==> src/rtl/ps2_scancode_decoder.sv <==
// rtl/ps2_scancode_decoder.sv - PS/2 scancode decoder: make/break/extended tracking, typematic filter, ASCII map, press counter
module ps2_scancode_decoder (
   input  logic       clk,
   input  logic       rst,
   input  logic [7:0] data,
   input  logic       ready,
   output logic [7:0] scancode,
   output logic [7:0] ascii,
   output logic       key_down,
   output logic       shift,
   output logic       key_valid,
   output logic [7:0] press_count
);

   typedef enum logic [1:0] {IDLE, BRK, EXT, EXT_BRK} state_t;

   localparam logic [7:0] BYTE_BRK = 8'hF0;
   localparam logic [7:0] BYTE_EXT = 8'hE0;
   localparam logic [7:0] LSHIFT   = 8'h12;
   localparam logic [7:0] RSHIFT   = 8'h59;

   state_t     state_q, state_d;
   logic       shl_q, shl_d;
   logic       shr_q, shr_d;
   logic [7:0] code_q, code_d;
   logic [7:0] ascii_q, ascii_d;
   logic       down_q, down_d;
   logic       valid_q, valid_d;
   logic [7:0] count_q, count_d;

   // Letters are mapped to lowercase; Shift folds them to uppercase afterwards.
   function automatic logic [7:0] ascii_map(input logic [7:0] c, input logic sh);
      logic [7:0] lc;
      logic       letter;
      lc     = 8'h00;
      letter = 1'b1;
      case (c)
         8'h1C: lc = 8'h61;  8'h32: lc = 8'h62;  8'h21: lc = 8'h63;
         8'h23: lc = 8'h64;  8'h24: lc = 8'h65;  8'h2B: lc = 8'h66;
         8'h34: lc = 8'h67;  8'h33: lc = 8'h68;  8'h43: lc = 8'h69;
         8'h3B: lc = 8'h6A;  8'h42: lc = 8'h6B;  8'h4B: lc = 8'h6C;
         8'h3A: lc = 8'h6D;  8'h31: lc = 8'h6E;  8'h44: lc = 8'h6F;
         8'h4D: lc = 8'h70;  8'h15: lc = 8'h71;  8'h2D: lc = 8'h72;
         8'h1B: lc = 8'h73;  8'h2C: lc = 8'h74;  8'h3C: lc = 8'h75;
         8'h2A: lc = 8'h76;  8'h1D: lc = 8'h77;  8'h22: lc = 8'h78;
         8'h35: lc = 8'h79;  8'h1A: lc = 8'h7A;
         default: begin
            letter = 1'b0;
            case (c)
               8'h45: lc = 8'h30;  8'h16: lc = 8'h31;  8'h1E: lc = 8'h32;
               8'h26: lc = 8'h33;  8'h25: lc = 8'h34;  8'h2E: lc = 8'h35;
               8'h36: lc = 8'h36;  8'h3D: lc = 8'h37;  8'h3E: lc = 8'h38;
               8'h46: lc = 8'h39;  8'h29: lc = 8'h20;  8'h5A: lc = 8'h0D;
               default: lc = 8'h00;
            endcase
         end
      endcase
      return (letter && sh) ? (lc - 8'h20) : lc;
   endfunction

   always_comb begin
      state_d = state_q;
      shl_d   = shl_q;
      shr_d   = shr_q;
      code_d  = code_q;
      ascii_d = ascii_q;
      down_d  = down_q;
      valid_d = 1'b0;
      count_d = count_q;
      if (ready) begin
         case (state_q)
            IDLE: begin
               if (data == BYTE_BRK)      state_d = BRK;
               else if (data == BYTE_EXT) state_d = EXT;
               else if (data == LSHIFT)   shl_d = 1'b1;
               else if (data == RSHIFT)   shr_d = 1'b1;
               else if (!(down_q && data == code_q)) begin
                  code_d  = data;
                  ascii_d = ascii_map(data, shl_q | shr_q);
                  down_d  = 1'b1;
                  count_d = count_q + 8'd1;
                  valid_d = 1'b1;
               end
            end
            BRK: begin
               if (data == BYTE_EXT) state_d = EXT;
               else if (data != BYTE_BRK) begin
                  state_d = IDLE;
                  if (data == LSHIFT)      shl_d = 1'b0;
                  else if (data == RSHIFT) shr_d = 1'b0;
                  else if (data == code_q) down_d = 1'b0;
               end
            end
            EXT: begin
               if (data == BYTE_BRK)      state_d = EXT_BRK;
               else if (data != BYTE_EXT) state_d = IDLE;
            end
            EXT_BRK: begin
               if (data == BYTE_EXT)      state_d = EXT;
               else if (data != BYTE_BRK) state_d = IDLE;
            end
            default: state_d = IDLE;
         endcase
      end
   end

   always_ff @(posedge clk or negedge rst) begin
      if (!rst) begin
         state_q <= IDLE;
         shl_q   <= 1'b0;
         shr_q   <= 1'b0;
         code_q  <= 8'h00;
         ascii_q <= 8'h00;
         down_q  <= 1'b0;
         valid_q <= 1'b0;
         count_q <= 8'h00;
      end else begin
         state_q <= state_d;
         shl_q   <= shl_d;
         shr_q   <= shr_d;
         code_q  <= code_d;
         ascii_q <= ascii_d;
         down_q  <= down_d;
         valid_q <= valid_d;
         count_q <= count_d;
      end
   end

   assign scancode    = code_q;
   assign ascii       = ascii_q;
   assign key_down    = down_q;
   assign shift       = shl_q | shr_q;
   assign key_valid   = valid_q;
   assign press_count = count_q;

endmodule
==> config.mk <==
export PLATFORM = sky130hd
export DESIGN_NAME = ps2_scancode_decoder
export DESIGN_NICKNAME = d
export VERILOG_FILES = /design/src/rtl/ps2_scancode_decoder.sv
export SDC_FILE = /design/constraint.sdc
export NUM_CORES = 1
export LEC_CHECK = 0
export CORE_MARGIN = 2
export CORE_UTILIZATION = 50
export CTS_BUF_LIST = sky130_fd_sc_hd__clkbuf_8
export DETAILED_ROUTE_END_ITERATION = 10
export GPL_TIMING_DRIVEN = 0
export PLACE_DENSITY = 0.8
export SLEW_MARGIN = 20
export SYNTH_ARGS = -nofsm -noshare
export SYNTH_HDL_FRONTEND = slang
export SYNTH_SLANG_ARGS = --single-unit
==> constraint.sdc <==
create_clock -name clk -period 3.8 [get_ports clk]
set_input_delay 0.76 -clock clk [delete_from_list [all_inputs] [get_ports clk]]
set_output_delay 0.76 -clock clk [all_outputs]
set_load 0.01 [all_outputs]
; ---- After elaboration in Yosys (flattened, before gate mapping)
; Cells that the tools add are included.
[op_classes]
bitwise = 6
mux = 59
addsub = 2
shifts = 0
n_div = 0
magnitude_cmp = 0
mul = 0
reduce_logical = 11
eq_ne = 65
[ops]
columns = op, count
row1 = $eq A8 B6 Y1 const B, 23
row2 = $pmux W7 S26, 1
row3 = $eq A8 B7 Y1 const B, 9
row4 = $pmux W6 S12, 1
row5 = $eq A8 B5 Y1 const B, 8
row6 = $mux W8, 8
row7 = $mux W1, 39
row8 = $ne A2 B2 Y1 const B, 14
row9 = $reduce_or A26 Y1, 1
row10 = $eq A8 B8 Y1 const B, 2
row11 = $ne A8 B8 Y1 const B, 2
row12 = $mux W2, 6
row13 = $reduce_and A12 Y1, 1
row14 = $reduce_and A10 Y1, 1
row15 = $add A8 B1 Y8 const B, 1
row16 = $eq A8 B8 Y1, 1
row17 = $reduce_and A8 Y1, 1
row18 = $sub A8 B6 Y8 const B, 1
row19 = $reduce_and A7 Y1, 1
row20 = $ne A3 B3 Y1 const B, 2
row21 = $pmux W1 S2, 3
row22 = $pmux W2 S3, 1
row23 = $not A1 Y1, 5
row24 = $eq A2 B2 Y1 const B, 2
row25 = other kinds (8), 9
[totals]
ramBits = 0
word_cells = 151
output_inout_bits = 27
latchBits = 0
in_bits = 11
n_memories = 0
register_bits = 30
mem_bits_ro = 0

; ---- Longest topological paths before layout
[depth]
word_depth = 12
depth_mapped = 10
depth_no_buf = 7

; ---- Least setup slack after synthesis
; OpenSTA, ideal clock, no wires.
[synth_timing]
path_kind = in2reg
startpoint = in data[7]
endpoint = reg code_q[0] (netlist: scancode[0])
path_stages = 9
slack_ps = 1031
n_path_buf = 3
required_time_ps = 3675
arrival_ps = 2644
path_cell_list = buf_2 or4b_4 nor4_4 nor4bb_2 a21boi_1 and2_1 buf_6 buf_6 mux2_4
[synth_between]
elab_chain_len = 4
word_cells_on_any_way = 12
[synth_rtl]
columns = item, line_no
row1 = start: declaration, 5  ; input logic [7:0] data,
row2 = $eq A8 B8 Y1, 77  ; else if (!(down_q && data == code_q)) begin
row3 = $logic_and A1 B1 Y1, 77
row4 = $not A1 Y1 (no source line), -
row5 = $reduce_and A7 Y1 (no source line) (*), -
row6 = end signal: assignment, 121  ; code_q <= code_d;
row7 = end: declaration, 25  ; logic [7:0] code_q, code_d;
; Every way passes the cells marked *; elsewhere a longest branch is shown, timed or not.
; A chain may end at the register's enable or synchronous reset.

; ---- Worst setup path in the final report
[layout_timing]
startpoint = in data[6]
endpoint = reg code_q[1] (netlist: scancode[1])
; The elaborated chain is that of the path after synthesis.

==> qor.yml <==
status: "finished clean"
async_reset_ff_share_pct: 100.0
required_ns: 3.97
yosysSeqAreaShare_pct: 35.91
root_buffer: "clkbuf_8"
h-tree-depth: 2
rows: 23
final_hold_viol_count: 0
diodes: 0
drc: 0
place_area_um2: 2469
drv_slew: 0
ant_nets: 0
crit_path_start_kind: "input port"
via_per_inst: 5.960
synthCells: 238
yosys.area.top_type_share_pct: 35.91
die-width_um: 68.67
fin_skew_ns: 0.01354
ys.flop_type: "dfrtp_1"
endpoint_kind: "flip-flop"
synth_edf_count: 0
grt_pass1_wl_mm: 8.949
cts_tree: "built"
nFillCells: 385
clk_latency_ns: 0.29
post-route-cell-area_um2: 2564
ys_types: 54
routed_wl_mm: 5.413
syn_avg_cell_area_um2: 8.785
portBuffers: 32
clock_sinks: 30
critical_path_class: "in2reg"
numCtsBuffers: 5
fmax_ghz: 0.3079
gp_congestion: 1.004
power_density_nw_per_um2: 412.3
grt_usage_pct: 25.71
leakage_nw: 0.9876
crit_path_max_fanout: 10
postCtsSetupRepairBufs: 0
dp_hpwl_mm: 3.920
cts.path.max_buffers: 2
die-area_um2: 4715
setup_viol: 0
layout_commonest_cell: "clkdlybuf4s50_1"
min_path_type: "reg2reg"
worst_pin_slew_ns: 0.8705
relSlewSlack_pct: 41.43
ys_ff_latch: 30
ir_drop_v: 0.0002258
synth_warnings: 0
drt_iter0_drc: 197
pin_count: 38
tns_ns: 0
wl_per_cell_um: 16.50
initial_core_util_pct: 52.27
num_vias: 1955
fp.dieH_um: 68.67
nNetsFinal: 289
syn_nets: 250
cts_resized: 0
post-route-period-util_pct: 85.46
maxCapViolations: 0
rsz0062_at_grt: "false"
core_area_um2: 4000
clk_pin_slew_worst_paths_ns: 0.07
syn2layout_area_growth_pct: 22.62
period_minus_slack_ns: 3.247
ys_top_cells_by_area: "dfrtp_1, xnor2_1, a21oi_1"
post_route_cells_drive_above_1_share_pct: 9.712
arrival_ns: 3.42
syn_area_um2: 2091
r2r_setup_slack_ns: 1.56
antenna_found_initial: 0
grt_overflow: 0
grt_pass1_vias: 1900
synth_top_area_cell: "dfrtp_1"
first_pass_iters: 5
grt_max_degree: 31
final_cell_mix: "clkdlybuf4s50_1, dfrtp_1, nor2_1, a21oi_1, xnor2_1"
postCtsHoldBufs: 0
-- final timing paths --
kind	startpoint	end	cells after the start
max	data[6]	scancode[1]	10
min	press_count[7]	press_count[7]	1
max reg2reg	state_q[1]	scancode[1]	6
min reg2reg	press_count[7]	press_count[7]	1
max in group asynchronous	rst	ascii[3]	1
min in group asynchronous	rst	ascii[5]	1
-- cell families after synthesis --
| family | synth area share [%] |
|---|---|
| flip-flops | 35.91 |
| XOR/XNOR | 7.121 |
| AO/OA/AOI/OAI | 17.36 |
| adder cells (fa/ha/maj) | 0.5983 |
| buffers and inverters | 6.463 |
| multiplexers | 5.864 |
| AND/OR/NAND/NOR | 26.69 |
-- registers in the layout, indices dropped and copies added (netlist names) --
register / count
key_down: 1
press_count: 8
shl_q: 1
state_q: 2
scancode: 8
key_valid: 1
ascii: 8
shr_q: 1
-- cell usage after synthesis, types with 3 or more instances --
library cell / count
a21oi_1: 17
a31oi_1: 5
and3_1: 4
buf_2: 6
buf_6: 3
clkbuf_1: 10
dfrtp_1: 30
inv_1: 6
mux2_1: 6
mux2_4: 3
nand2_1: 11
nand2b_1: 10
nand3_1: 7
nand3b_1: 4
nand4_1: 9
nor2_1: 22
nor2b_1: 5
nor3_1: 6
o21ai_0: 7
o21ai_1: 3
o22ai_1: 4
o32ai_1: 4
or3_1: 4
xnor2_1: 13
xor2_1: 4
-- where the power goes --
group          switching [mW]  leakage [nW]  internal [mW]
sequential             0.0570         0.364          0.379
clock                   0.127        0.0472          0.145
combinational           0.157         0.577          0.191
-- metal layers --
metal | global-route usage (%) | wire length (µm)
met2 | 41.59 | 2433
met1 | 34.01 | 2526
met5 | 0 | 0
met3 | 5.032 | 384
met4 | 9.250 | 68
-- metrics by stage --
stage | hold WS, ns | total power, mW | worst slack, ns | cells | util (%)
3_5_place_dp | 0.4680 | 0.7907 | 0.2831 | 320 | 61.71
2_1_floorplan | 0.4412 | 0.6207 | 1.031 | 238 | -
5_1_grt | 0.4859 | 1.125 | 0.3085 | 328 | 64.09
6_report | 0.4727 | 1.057 | 0.5527 | 328 | 64.09
4_1_cts | 0.4784 | 1.061 | 0.5793 | 328 | 64.09
3_3_place_gp | 0.4600 | 0.7830 | 0.2898 | 320 | 61.84
-- critical path, cell delays in order --
cell and delay [ns]:
clkdlybuf4s50_1 0.51, buf_4 0.19, nand2b_1 0.16, or3_1 0.38, nor3_1 0.43, nor2_1 0.20, and2_1 0.19, buf_6 0.15
buf_6 0.15, mux2_4 0.30
-- final cells by class --
class | instances | area [µm²] | area share, %
inverter | 6 | 22.52 | 0.8785
clock buffer | 6 | 82.58 | 3.221
clock inverter | 2 | 12.51 | 0.4880
tap | 50 | 62.56 | 2.440
buffer | 21 | 112.6 | 4.392
timing repair buffer | 32 | 315.3 | 12.30
sequential | 30 | 750.7 | 29.28
multi-input combinational | 181 | 1205 | 47.00
No activity file was read; power rests on OpenSTA's default activity.
